<file path="src/rtl/fog_lut_streamer_pkg.sv">
// Shared fog LUT definitions: table size and streamer state encodings.
// The interpolator imports LUT_WORDS_DEFAULT so both ends agree on table length.
package fog_lut_streamer_pkg;

  localparam int LUT_WORDS_DEFAULT = 66;

  localparam logic [1:0] ST_IDLE  = 2'd0;
  localparam logic [1:0] ST_FETCH = 2'd1;
  localparam logic [1:0] ST_SEND  = 2'd2;

endpackage

</file>
<file path="src/rtl/fog_lut_ram.sv">
// Simple dual-port LUT buffer: one write port, one read port with a registered,
// enable-gated read so the read register can double as a stall-holding output stage.
module fog_lut_ram
  import fog_lut_streamer_pkg::*;
#(
  parameter  int LUT_WORDS  = LUT_WORDS_DEFAULT,
  localparam int ADDR_WIDTH = $clog2(LUT_WORDS)
) (
  input  logic                  clk,
  input  logic                  rst_n,
  input  logic                  wr_en,
  input  logic [ADDR_WIDTH-1:0] wr_addr,
  input  logic [31:0]           wr_data,
  input  logic                  rd_en,
  input  logic [ADDR_WIDTH-1:0] rd_addr,
  output logic [31:0]           rd_data
);

  logic [31:0] mem [LUT_WORDS];

  always_ff @(posedge clk) begin
    if (wr_en) mem[wr_addr] <= wr_data;
  end

  always_ff @(posedge clk or negedge rst_n) begin
    if (!rst_n)     rd_data <= '0;
    else if (rd_en) rd_data <= mem[rd_addr];
  end

endmodule

</file>
<file path="src/rtl/fog_lut_streamer.sv">
// Replays the buffered fog LUT as a 32-bit AXI-Stream on start, with tlast on
// the final word and full backpressure support.
module fog_lut_streamer
  import fog_lut_streamer_pkg::*;
#(
  parameter  int LUT_WORDS  = LUT_WORDS_DEFAULT,
  localparam int ADDR_WIDTH = $clog2(LUT_WORDS)
) (
  input  logic                  aclk,
  input  logic                  resetn,
  input  logic                  s_lut_wr_valid,
  output logic                  s_lut_wr_ready,
  input  logic [ADDR_WIDTH-1:0] s_lut_wr_addr,
  input  logic [31:0]           s_lut_wr_data,
  input  logic                  start,
  output logic                  busy,
  output logic                  done,
  output logic                  m_fog_lut_axis_tvalid,
  input  logic                  m_fog_lut_axis_tready,
  output logic                  m_fog_lut_axis_tlast,
  output logic [31:0]           m_fog_lut_axis_tdata
);

  localparam logic [ADDR_WIDTH-1:0] LAST_IDX = ADDR_WIDTH'(LUT_WORDS - 1);

  logic [1:0]            state;
  logic [ADDR_WIDTH-1:0] rd_cnt;
  logic                  tvalid_q;
  logic                  tlast_q;
  logic                  done_q;
  logic                  hs;
  logic                  wr_en;
  logic                  rd_en;
  logic [ADDR_WIDTH-1:0] rd_addr;

  assign s_lut_wr_ready        = (state == ST_IDLE);
  assign busy                  = (state != ST_IDLE);
  assign done                  = done_q;
  assign m_fog_lut_axis_tvalid = tvalid_q;
  assign m_fog_lut_axis_tlast  = tlast_q;
  assign hs                    = tvalid_q && m_fog_lut_axis_tready;

  // Out-of-range addresses are still acknowledged, just not stored.
  assign wr_en = s_lut_wr_valid && s_lut_wr_ready && (s_lut_wr_addr <= LAST_IDX);

  // The RAM read register is the output register: reads fire only in FETCH and
  // on a non-final handshake, so a stalled beat keeps tdata stable.
  always_comb begin
    rd_en   = 1'b0;
    rd_addr = '0;
    if (state == ST_FETCH) begin
      rd_en = 1'b1;
    end else if (state == ST_SEND && hs && rd_cnt != LAST_IDX) begin
      rd_en   = 1'b1;
      rd_addr = rd_cnt + 1'b1;
    end
  end

  fog_lut_ram #(
    .LUT_WORDS(LUT_WORDS)
  ) u_ram (
    .clk     (aclk),
    .rst_n   (resetn),
    .wr_en   (wr_en),
    .wr_addr (s_lut_wr_addr),
    .wr_data (s_lut_wr_data),
    .rd_en   (rd_en),
    .rd_addr (rd_addr),
    .rd_data (m_fog_lut_axis_tdata)
  );

  always_ff @(posedge aclk or negedge resetn) begin
    if (!resetn) begin
      state    <= ST_IDLE;
      rd_cnt   <= '0;
      tvalid_q <= 1'b0;
      tlast_q  <= 1'b0;
      done_q   <= 1'b0;
    end else begin
      done_q <= 1'b0;
      case (state)
        ST_IDLE: begin
          if (start) begin
            state  <= ST_FETCH;
            rd_cnt <= '0;
          end
        end
        ST_FETCH: begin
          state    <= ST_SEND;
          tvalid_q <= 1'b1;
          tlast_q  <= 1'b0;
        end
        ST_SEND: begin
          if (hs) begin
            if (rd_cnt == LAST_IDX) begin
              state    <= ST_IDLE;
              tvalid_q <= 1'b0;
              tlast_q  <= 1'b0;
              done_q   <= 1'b1;
            end else begin
              rd_cnt  <= rd_cnt + 1'b1;
              tlast_q <= ((rd_cnt + 1'b1) == LAST_IDX);
            end
          end
        end
        default: state <= ST_IDLE;
      endcase
    end
  end

endmodule

</file>
<file path="config.mk">
export PLATFORM = sky130hd
export DESIGN_NAME = fog_lut_streamer
export DESIGN_NICKNAME = d
export VERILOG_FILES = /design/src/rtl/fog_lut_streamer_pkg.sv /design/src/rtl/fog_lut_ram.sv /design/src/rtl/fog_lut_streamer.sv
export SDC_FILE = /design/constraint.sdc
export NUM_CORES = 2
export LEC_CHECK = 0
export CAP_MARGIN = 20
export CORE_MARGIN = 3
export CORE_UTILIZATION = 50
export CTS_CLUSTER_DIAMETER = 200
export CTS_CLUSTER_SIZE = 40
export DETAILED_ROUTE_END_ITERATION = 10
export PLACE_DENSITY_LB_ADDON = 0.12
export SLEW_MARGIN = 15
export SYNTH_ARGS = -nofsm -noshare
export SYNTH_HDL_FRONTEND = slang
export SYNTH_HIERARCHICAL = 1
export SYNTH_SLANG_ARGS = --single-unit
</file>
<file path="constraint.sdc">
create_clock -name aclk -period 5.24 [get_ports aclk]
set_input_delay 1.048 -clock aclk [delete_from_list [all_inputs] [get_ports aclk]]
set_output_delay 1.048 -clock aclk [all_outputs]
set_load 0.01 [all_outputs]
</file>
==> out/results.tsv <==
metric	value	unit
drt first-iter violations	5305	
global-route wire length before repair	307.7	mm
fraction of layout cells with a size suffix above 1	0.2661	
syn_nets	3536	
Worst path slowest cell	o22ai_1	
Mean Syn Cell Area	23.67	µm²
arrival time worst endpoint	5020	ps
Clock transition at path regs	140	ps
Synth top cells by count	edfxtp_1, mux4_2, nor2_1, mux2i_1, buf_2	
TritonCTS Buffers	59	
Design Area, Final	0.09012	mm²
total power	34.02	mW
placed wire-length estimate	117.7	mm
Layout area overhead	9.133	%
Cell Area, Synth	0.08258	mm²
Post-synth EDFFs	2112	
Worst Setup End Kind	flop	
Root Buffer	clkbuf_16	
Leak Pwr	26.52	nW
CTS resizes	0	
DR WL/cell	37.46	µm
final setup TNS	0	ps
final net count	3701	
vias in the first global route	38800	
setup bufs post-CTS	0	
hold-fix buffer count after cts	0	
gr usage total	0.2608	
Routed WL	220.1	mm
die width	412.4	µm
cell area power density	377.5	mW/mm²
required time of the critical path	5910	ps
Max Clock Skew	18.05	ps
Die Footprint	0.1701	mm²
Final ANT Viol Nets	0	
Final Hold Viols	0	
Register Area	0.06452	mm²
Min-Delay Path Class	input port to async pin	
GR Overflow Total	0	
area of the multi-input gates	0.01758	mm²
clk_lat worst skew	760	ps
Fillers	11960	
Post-synth ARST share	0.02041	
fmax	229.5	MHz
Crit Path Class	input port to flop	
ranking of synthesized cells by area	edfxtp_1, mux4_2, dfrtp_1	
largest net degree at the start of global routing	90	
routability cong.	0.7771	
Final Max Tran Viols	0	
worst setup slack after layout	882.5	ps
# H-tree levels	2	
RSZ-0062 raised after global routing	false	
IO Pins	81	
vias post-DR	38870	
top cell type's share of synthesized area	0.7680	
delay of the slowest critical-path stage	610	ps
status	finished, final reports clean	
Slew headroom	0.3368	
peak supply drop	0.3036	mV
CP Buf/Inv Count	3	
Post-DP Area	0.08817	mm²
Post-Syn Instances	3489	
IO buf count	80	
Slew @ Worst Pin	994.8	ps
startpoint types	input port	
Initial Util	0.5056	
Setup violations, final	0	
Synth area leader	edfxtp_1	
Die Ht	412.4	µm
Yosys cell types	60	
top_reg_cell synth	edfxtp_1	
FP Rows	148	
Bufs on Longest Clock Path	3	
reg2reg setup slack	960	ps
Top Family by Delay on Critical Path	compound AO/OA/AOI/OAI gates	
Seq cells post-synth	2156	
post-place setup slack	220.8	ps
Synth Warn #	6	
CTS tree	yes	
CORE AREA	0.1633	mm²
register area share after synthesis	0.7813	
# clock sinks	2156	
antenna violations before repair	9	
period utilization	0.8316	
DR vias/cell	6.614	
1st-pass router iterations	6	
minimum clock period	4358	ps
cell chain of the critical path	clkdlybuf4s50_1 -> nand4b_1 -> a21o_1 -> nor2_4 -> buf_12 -> buf_12 -> mux4_2 -> mux4_2 -> o22ai_1 -> nor4_1 -> a211o_1	
max cap viols	0	
critical path peak fanout	38	
count leader, synth	edfxtp_1	
drt drc	0	
[per-layer routing]
layer  up-vias  wire length [µm]  share of wire  track usage
met2      1853            107100           0.49       0.4200
met3       253             17790          0.081      0.03618
met4         4              5144          0.023      0.05326
li1      15140                 -              -            -
met1     21630             90090           0.41       0.3878
met5         -                27        0.00012            0
[cells by family (layout without fill, tap and decap cells)]
group	after synthesis	count (layout)	share of synthesized area
compound gates	179	179	0.01479
buf+inv	184	393	0.01220
simple gates	254	254	0.01464
flops	2156	2156	0.7813
mux	707	707	0.1759
other cells	0	4	0
xor+xnor	6	6	0.0006364
fa+ha+maj	3	3	0.0004546
[final timing paths]
kind	from	to	cells after the start
max	m_fog_lut_axis_tready	u_ram/rd_data[18]	11
min	resetn	u_ram/rd_data[10]	1
max reg2reg	rd_cnt[0]	u_ram/rd_data[18]	11
min reg2reg	u_ram/rd_data[15]	u_ram/rd_data[15]	2
max in group asynchronous	resetn	rd_cnt[2]	1
min in group aclk	u_ram/rd_data[15]	u_ram/rd_data[15]	2
[final cells by class]
class | instances | share of cell area
multi-input combinational | 1149 | 0.1951
tap | 2175 | 0.03020
clock buffer | 103 | 0.01822
sequential | 2156 | 0.7160
clock inverter | 2 | 0.0004304
inverter | 4 | 0.0001666
timing repair buffer | 284 | 0.03987
antenna | 4 | 0.0001111
[where the power goes]
group | switching [mW] | leakage [nW] | internal (mW)
registers | 0.284 | 19.5 | 19.0
logic | 4.18 | 6.21 | 3.58
clock network | 4.71 | 0.798 | 2.22
[registers in the layout, summed over array words and instances (netlist names)]
register,cells
u_ram/rd_data,32
m_fog_lut_axis_tlast,1
m_fog_lut_axis_tvalid,1
u_ram/mem,2112
rd_cnt,7
state,2
done,1
[layout by cell type, fill, tap and decap left out, types with 11 or more instances in the layout]
cell type / n
clkbuf_16: 59
buf_4: 117
nand3_1: 23
a21oi_1: 37
buf_2: 11
edfxtp_1: 2112
mux2i_1: 97
dfrtp_1: 44
a22oi_1: 29
mux2_2: 13
clkbuf_1: 44
nor2_4: 66
nand2_1: 33
mux4_2: 594
o211ai_1: 16
nor2b_1: 25
clkdlybuf4s50_1: 47
nor2_1: 48
o22ai_1: 23
nand2b_1: 13
buf_12: 108
[worst reg2reg max path, delay by kind of cell (launching register included)]
family | cells | cell delay [ps]
compound gates | 3 | 1200
mux | 2 | 1110
buf+inv | 2 | 590
flops | 1 | 530
simple gates | 3 | 520
fa+ha+maj | 1 | 260
[per-stage QoR]
| stage | std cells | utilization | hold slack (ps) |
|---|---|---|---|
| 2_1_floorplan | 3489 | - | 497.9 |
| 3_3_place_gp | 5758 | 0.5398 | 521.3 |
| 3_5_place_dp | 5758 | 0.5398 | 537.5 |
| 4_1_cts | 5863 | 0.5501 | 361.1 |
| 5_1_grt | 5873 | 0.5517 | 385.6 |
| 6_report | 5877 | 0.5518 | 364.7 |
(Power assumes the default switching activity.)
